==> src/rtl/branch_resolve_unit.sv <==
// Branch resolve unit: carries decode-stage predictions through D->E and E->M,
// resolves them in M and produces redirect/flush plus predictor training feedback.
// Optional performance counters are enabled with `define BRU_PERF_CNT_EN.
module branch_resolve_unit #(
    parameter int PC_W  = 32,
    parameter int CNT_W = 32
) (
    input  logic            clk,
    input  logic            rst,
    input  logic            stallE,
    input  logic            flushE,
    input  logic            stallM,
    input  logic            flushM,
    input  logic            branchD,
    input  logic [PC_W-1:0] pcD,
    input  logic [PC_W-1:0] branch_targetD,
    input  logic            pred_takeD,
    input  logic            Lpred_takeD,
    input  logic            Gpred_takeD,
    input  logic            actual_takeE,
`ifdef BRU_PERF_CNT_EN
    input  logic             perf_clr,
    output logic [CNT_W-1:0] branch_cnt,
    output logic [CNT_W-1:0] mispred_cnt,
    output logic [CNT_W-1:0] lcorrect_cnt,
    output logic [CNT_W-1:0] gcorrect_cnt,
`endif
    output logic            branchM,
    output logic [PC_W-1:0] pcM,
    output logic            actual_takeM,
    output logic            pred_takeM,
    output logic            Lpred_takeM,
    output logic            Gpred_takeM,
    output logic            mispredictM,
    output logic            redirect_validM,
    output logic [PC_W-1:0] redirect_pcM,
    output logic            flush_front
);

    logic            branchE;
    logic [PC_W-1:0] pcE;
    logic [PC_W-1:0] targetE;
    logic            pred_takeE;
    logic            Lpred_takeE;
    logic            Gpred_takeE;
    logic [PC_W-1:0] targetM;
    logic [PC_W-1:0] pc_plus4M;

    // D->E: prediction bits of non-branches are forced to 0 so they never mispredict.
    always_ff @(posedge clk) begin
        if (rst || flushE || flush_front) begin
            branchE     <= 1'b0;
            pcE         <= '0;
            targetE     <= '0;
            pred_takeE  <= 1'b0;
            Lpred_takeE <= 1'b0;
            Gpred_takeE <= 1'b0;
        end else if (!stallE) begin
            branchE     <= branchD;
            pcE         <= pcD;
            targetE     <= branch_targetD;
            pred_takeE  <= pred_takeD & branchD;
            Lpred_takeE <= Lpred_takeD & branchD;
            Gpred_takeE <= Gpred_takeD & branchD;
        end
    end

    // E->M: a redirect bubbles M so the wrong-path E instruction never resolves.
    always_ff @(posedge clk) begin
        if (rst || flushM || redirect_validM) begin
            branchM      <= 1'b0;
            pcM          <= '0;
            targetM      <= '0;
            actual_takeM <= 1'b0;
            pred_takeM   <= 1'b0;
            Lpred_takeM  <= 1'b0;
            Gpred_takeM  <= 1'b0;
        end else if (!stallM) begin
            branchM      <= branchE;
            pcM          <= pcE;
            targetM      <= targetE;
            actual_takeM <= actual_takeE & branchE;
            pred_takeM   <= pred_takeE;
            Lpred_takeM  <= Lpred_takeE;
            Gpred_takeM  <= Gpred_takeE;
        end
    end

    assign mispredictM     = branchM & (actual_takeM ^ pred_takeM);
    assign redirect_validM = mispredictM & ~stallM;
    assign flush_front     = redirect_validM;
    assign pc_plus4M       = pcM + PC_W'(4);
    assign redirect_pcM    = (redirect_validM && actual_takeM) ? targetM : pc_plus4M;

`ifdef BRU_PERF_CNT_EN
    function automatic logic [CNT_W-1:0] sat_inc(input logic [CNT_W-1:0] c, input logic en);
        return (en && (c != '1)) ? c + CNT_W'(1) : c;
    endfunction

    always_ff @(posedge clk) begin
        if (rst || perf_clr) begin
            branch_cnt   <= '0;
            mispred_cnt  <= '0;
            lcorrect_cnt <= '0;
            gcorrect_cnt <= '0;
        end else if (branchM && !stallM) begin
            branch_cnt   <= sat_inc(branch_cnt, 1'b1);
            mispred_cnt  <= sat_inc(mispred_cnt, mispredictM);
            lcorrect_cnt <= sat_inc(lcorrect_cnt, Lpred_takeM == actual_takeM);
            gcorrect_cnt <= sat_inc(gcorrect_cnt, Gpred_takeM == actual_takeM);
        end
    end
`endif

endmodule

==> config.mk <==
export PLATFORM = sky130hd
export DESIGN_NAME = branch_resolve_unit
export DESIGN_NICKNAME = d
export VERILOG_FILES = /design/src/rtl/branch_resolve_unit.sv
export SDC_FILE = /design/constraint.sdc
export NUM_CORES = 1
export LEC_CHECK = 0
export CORE_UTILIZATION = 49
export DETAILED_ROUTE_END_ITERATION = 10
export GPL_TIMING_DRIVEN = 1
export PLACE_DENSITY = 0.86
export SLEW_MARGIN = 20
export SYNTH_ARGS = -nofsm -noshare
export SYNTH_HDL_FRONTEND = slang
export SYNTH_SLANG_ARGS = --single-unit
==> constraint.sdc <==
create_clock -name clk -period 2.6 [get_ports clk]
set_clock_uncertainty 0.05 [all_clocks]
set_input_delay 0.26 -clock clk [delete_from_list [all_inputs] [get_ports clk]]
set_output_delay 0.26 -clock clk [all_outputs]
set_load 0.005 [all_outputs]
==> impl_metrics.py <==
metrics = {
    "run_status": {
        "outcome": "finished, violations left",
        "violations": "setup timing",
    },
    "power": {
        "power_frac_clock": 0.485,
        "p_leak_nw": 3.65,
        "switchingPower_mw": 1.03,
        "combPwrFrac": 0.075,
        "switching_share": 0.210,
        "irDropWorstVdd_mv": 0.449,
        "p_int_mw": 3.89,
        "seq_power_share": 0.440,
        "p_per_area_nw_per_um2": 588,
    },
    "final_layout": {
        "area_delta_synth_final_pct": 46.1,
        "diodes": 0,
        "drive_above_1_share": 0.168,
        "num-nets-final": 863,
        "final_core_util": 0.732,
    },
    "clock_network": {
        "cts-root-buf": "clkbuf_16",
        "clkLatencyLatePin_ps": 410,
        "clockBufferDepth": 2,
        "htreeDepth": 4,
        "cts_sinks": 137,
        "cts_tree": "built",
        "cts_buffers": 17,
        "path_clk_slew_ps": 60,
        "cts_hold_buffers": 0,
    },
    "place": {
        "place_hpwl_mm": 9.66,
        "gp_congestion": 0.806,
        "dp_slack_ps": 102,
        "port_buffers": 146,
    },
    "setup_path": {
        "path_cells": "nand4_1 -> buf_4 -> or4_4 -> buf_6 -> buf_6 -> nor3_4 -> xnor2_2 -> o21ai_2 -> buf_2",
        "slowest_stage": "or4_4",
        "path_class": "register to output port",
        "path_buf_inv": 4,
        "critPathTopFamily": "simple AND/OR/NAND/NOR gates",
        "end_kind": "output port",
        "worstPathRequired_ps": 2290,
        "crit_arrival_ps": 2410,
        "cpPeakStageDelay_ps": 520,
        "critPathLaunchType": "register",
        "path_max_fanout": 2,
        "cpMostUsedCell": "buf_6",
    },
    "synth": {
        "synthMuxAreaShare": 0.229,
        "seq_area_frac_synth": 0.479,
        "synth_adder_area_share": 0.00219,
        "syn_area_um2": 5720,
        "synth_compound_area_frac": 0.0330,
        "synthesis.nets": 686,
        "synth-xor-area-share": 0.0444,
        "syn-instance-count": 610,
        "yosys_warnings": 0,
        "ys_types": 33,
        "synth_top_family_by_area": "multiplexers",
        "synthSimpleGateAreaFrac": 0.179,
        "ys_seq_elements": 137,
        "avgSynthCellArea_um2": 9.38,
    },
    "timing": {
        "hold_viol_final": 0,
        "maxClockFrequency_mhz": 367,
        "tightest_slew_ps": 775,
        "period_needed_ps": 2720,
        "fin_crit_sh": 1.05,
        "slew_headroom": 0.483,
        "setup_viol": 7,
        "rsz0062_at_grt": "yes",
        "setup_slack_ps": -122,
        "final_max_slew_viol_count": 0,
    },
    "die": {
        "boundaryPins": 147,
        "coreArea_um2": 11400,
        "die_w_um": 110,
        "fp.dieH_um": 110,
        "fp-row-count": 39,
        "initial_core_util": 0.501,
        "die_area_um2": 12100,
    },
    "grt": {
        "met2_usage": 0.491,
        "gr-total-overflow": 0,
        "grt-busiest-layer": "met2",
        "grtUsageMet3": 0.0670,
        "grt_max_degree": 70,
        "use_met1": 0.271,
        "antenna_found_initial": 0,
        "grt_pass1_wl_mm": 23.8,
        "grt_usage": 0.262,
        "grt_pass1_vias": 4985,
    },
    "worst_hold_path": {
        "min-delay-path-class": "input port to register",
    },
    "route": {
        "wirelength_mm": 15.5,
        "dr.pass1.iters": 4,
        "postRouteAntennaNets": 0,
        "drt_iter0_drc": 142,
        "drc": 0,
        "via_count": 4938,
        "viasPerCell": 5.25,
        "post_drt_wl_per_cell_um": 16.5,
    },
    "job": {
        "cap_violations": 0,
    },
}
-- path summary, 6_finish.rpt --
| path | startpoint | to | slack, ps | depth (start not counted) |
|---|---|---|---|---|
| min | branch_targetD[27] | targetE[27]$_SDFFE_PP0N_ | 400 | 3 |
| max | pcM[12]$_SDFFE_PP0N_ | redirect_pcM[30] | -120 | 9 |
| max reg2reg | actual_takeM$_SDFFE_PP0N_ | targetM[30]$_SDFFE_PP0N_ | 530 | 6 |
| min reg2reg | branchE$_SDFFE_PP0N_ | branchE$_SDFFE_PP0N_ | 440 | 2 |
-- state kept, by name, summed over array words and instances, names as in the netlist --
signal and flops:
pred_takeM 1, branchM 1, Lpred_takeE 1, pcM 32, Lpred_takeM 1, pcE 32
Gpred_takeM 1, targetM 32, targetE 32, pred_takeE 1, Gpred_takeE 1, branchE 1
actual_takeM 1
-- tightest hold or removal path, stage by stage --
cell and delay (ps):
clkdlybuf4s50_1 400, mux2i_1 120, nor2_1 50
-- per-layer routing --
| layer | vias to the layer above | part of all wire |
|---|---|---|
| met5 | - | 0 |
| met4 | 0 | 0.020 |
| met3 | 28 | 0.047 |
| met2 | 137 | 0.53 |
| met1 | 2373 | 0.40 |
| li1 | 2400 | - |
-- per-stage QoR --
stage	instance area [um^2]	hold slack, ps	power [mW]	setup TNS (ps)	cells
floorplan	5720	354	2.40	0	610
global placement	7420	413	2.57	0	885
detailed placement	7420	423	2.58	0	885
CTS	8210	390	4.95	-579	931
global route	8360	403	5.08	-1120	941
finish	8360	402	4.92	-511	941
-- power by group through the flow --
stage                     Sequential (mW)  Clock, mW  Combinational [mW]
after floorplan                      2.21          0               0.191
after global placement               2.21          0               0.358
after detailed placement             2.21          0               0.366
after CTS                            2.17       2.41               0.369
after global routing                 2.17       2.52               0.393
final                                2.17       2.38               0.367
-- layout by cell type (no fill, tap or decap), types with 3 or more instances in the layout --
| master | instances |
|---|---|
| a21oi_1 | 3 |
| mux2i_1 | 131 |
| nand3_1 | 7 |
| buf_4 | 46 |
| inv_1 | 3 |
| a22oi_1 | 4 |
| nand2_1 | 42 |
| clkdlybuf4s50_1 | 125 |
| buf_6 | 7 |
| dlymetal6s2s_1 | 4 |
| dlygate4sd2_1 | 4 |
| dfxtp_2 | 8 |
| dfxtp_1 | 125 |
| xor2_1 | 15 |
| o21ai_0 | 13 |
| xnor2_1 | 13 |
| nor3_4 | 7 |
| nor2b_1 | 3 |
| o21ai_1 | 11 |
| bufinv_16 | 3 |
| nor2_1 | 142 |
| clkinv_2 | 5 |
| buf_2 | 8 |
| dfxtp_4 | 4 |
| clkbuf_16 | 17 |
| nand4_1 | 10 |
-- timing repair --
action                                  in CTS  in global routing
endpoints found under the setup margin      22                 17
cloned                                       1                  0
buffers inserted                            15                 10
pin swaps                                   23                 20
resized for setup                           72                 32
-- synthesized netlist by cell type --
master | number | area share
dfxtp_1 | 137 | 0.48
buf_4 | 1 | 0.0013
and3_1 | 3 | 0.0033
nor3_2 | 3 | 0.0052
o21ai_0 | 18 | 0.016
mux2i_1 | 131 | 0.23
buf_6 | 1 | 0.0020
or3_1 | 2 | 0.0022
nor2b_1 | 3 | 0.0033
o21ai_2 | 1 | 0.0015
nor3_1 | 4 | 0.0035
and2_1 | 2 | 0.0022
and4_1 | 4 | 0.0061
xnor2_1 | 14 | 0.021
nand3_1 | 8 | 0.0070
xor2_1 | 15 | 0.023
o21ai_1 | 7 | 0.0061
nor3b_2 | 1 | 0.0022
a22oi_1 | 4 | 0.0052
a21oi_1 | 5 | 0.0044
nand4_2 | 1 | 0.0022
nor4_4 | 1 | 0.0037
or4_4 | 1 | 0.0020
buf_1 | 4 | 0.0026
nor2_1 | 144 | 0.094
ha_1 | 1 | 0.0022
nor4_1 | 1 | 0.0011
nand4_1 | 10 | 0.011
nor3b_1 | 1 | 0.0013
clkbuf_1 | 29 | 0.019
buf_2 | 7 | 0.0061
inv_1 | 3 | 0.0020
nand2_1 | 43 | 0.028
-- cell type report --
type | count | area [um^2]
fillers | 819 | 3060
multi-input cells | 429 | 2950
flip-flops and latches | 137 | 2770
repair buffers | 199 | 1870
clock buffers | 21 | 460
well taps | 143 | 179
clock inverters | 9 | 124
inverters | 3 | 11.3
-- cells by family after synthesis --
| kind of cell | Yosys count |
|---|---|
| AND/OR/NAND/NOR | 232 |
| flip-flops | 137 |
| multiplexers | 131 |
| buffers and inverters | 45 |
| AO/OA/AOI/OAI | 35 |
| XOR/XNOR | 29 |
| adder cells (fa/ha/maj) | 1 |
Power figures use the tool's default switching activity.
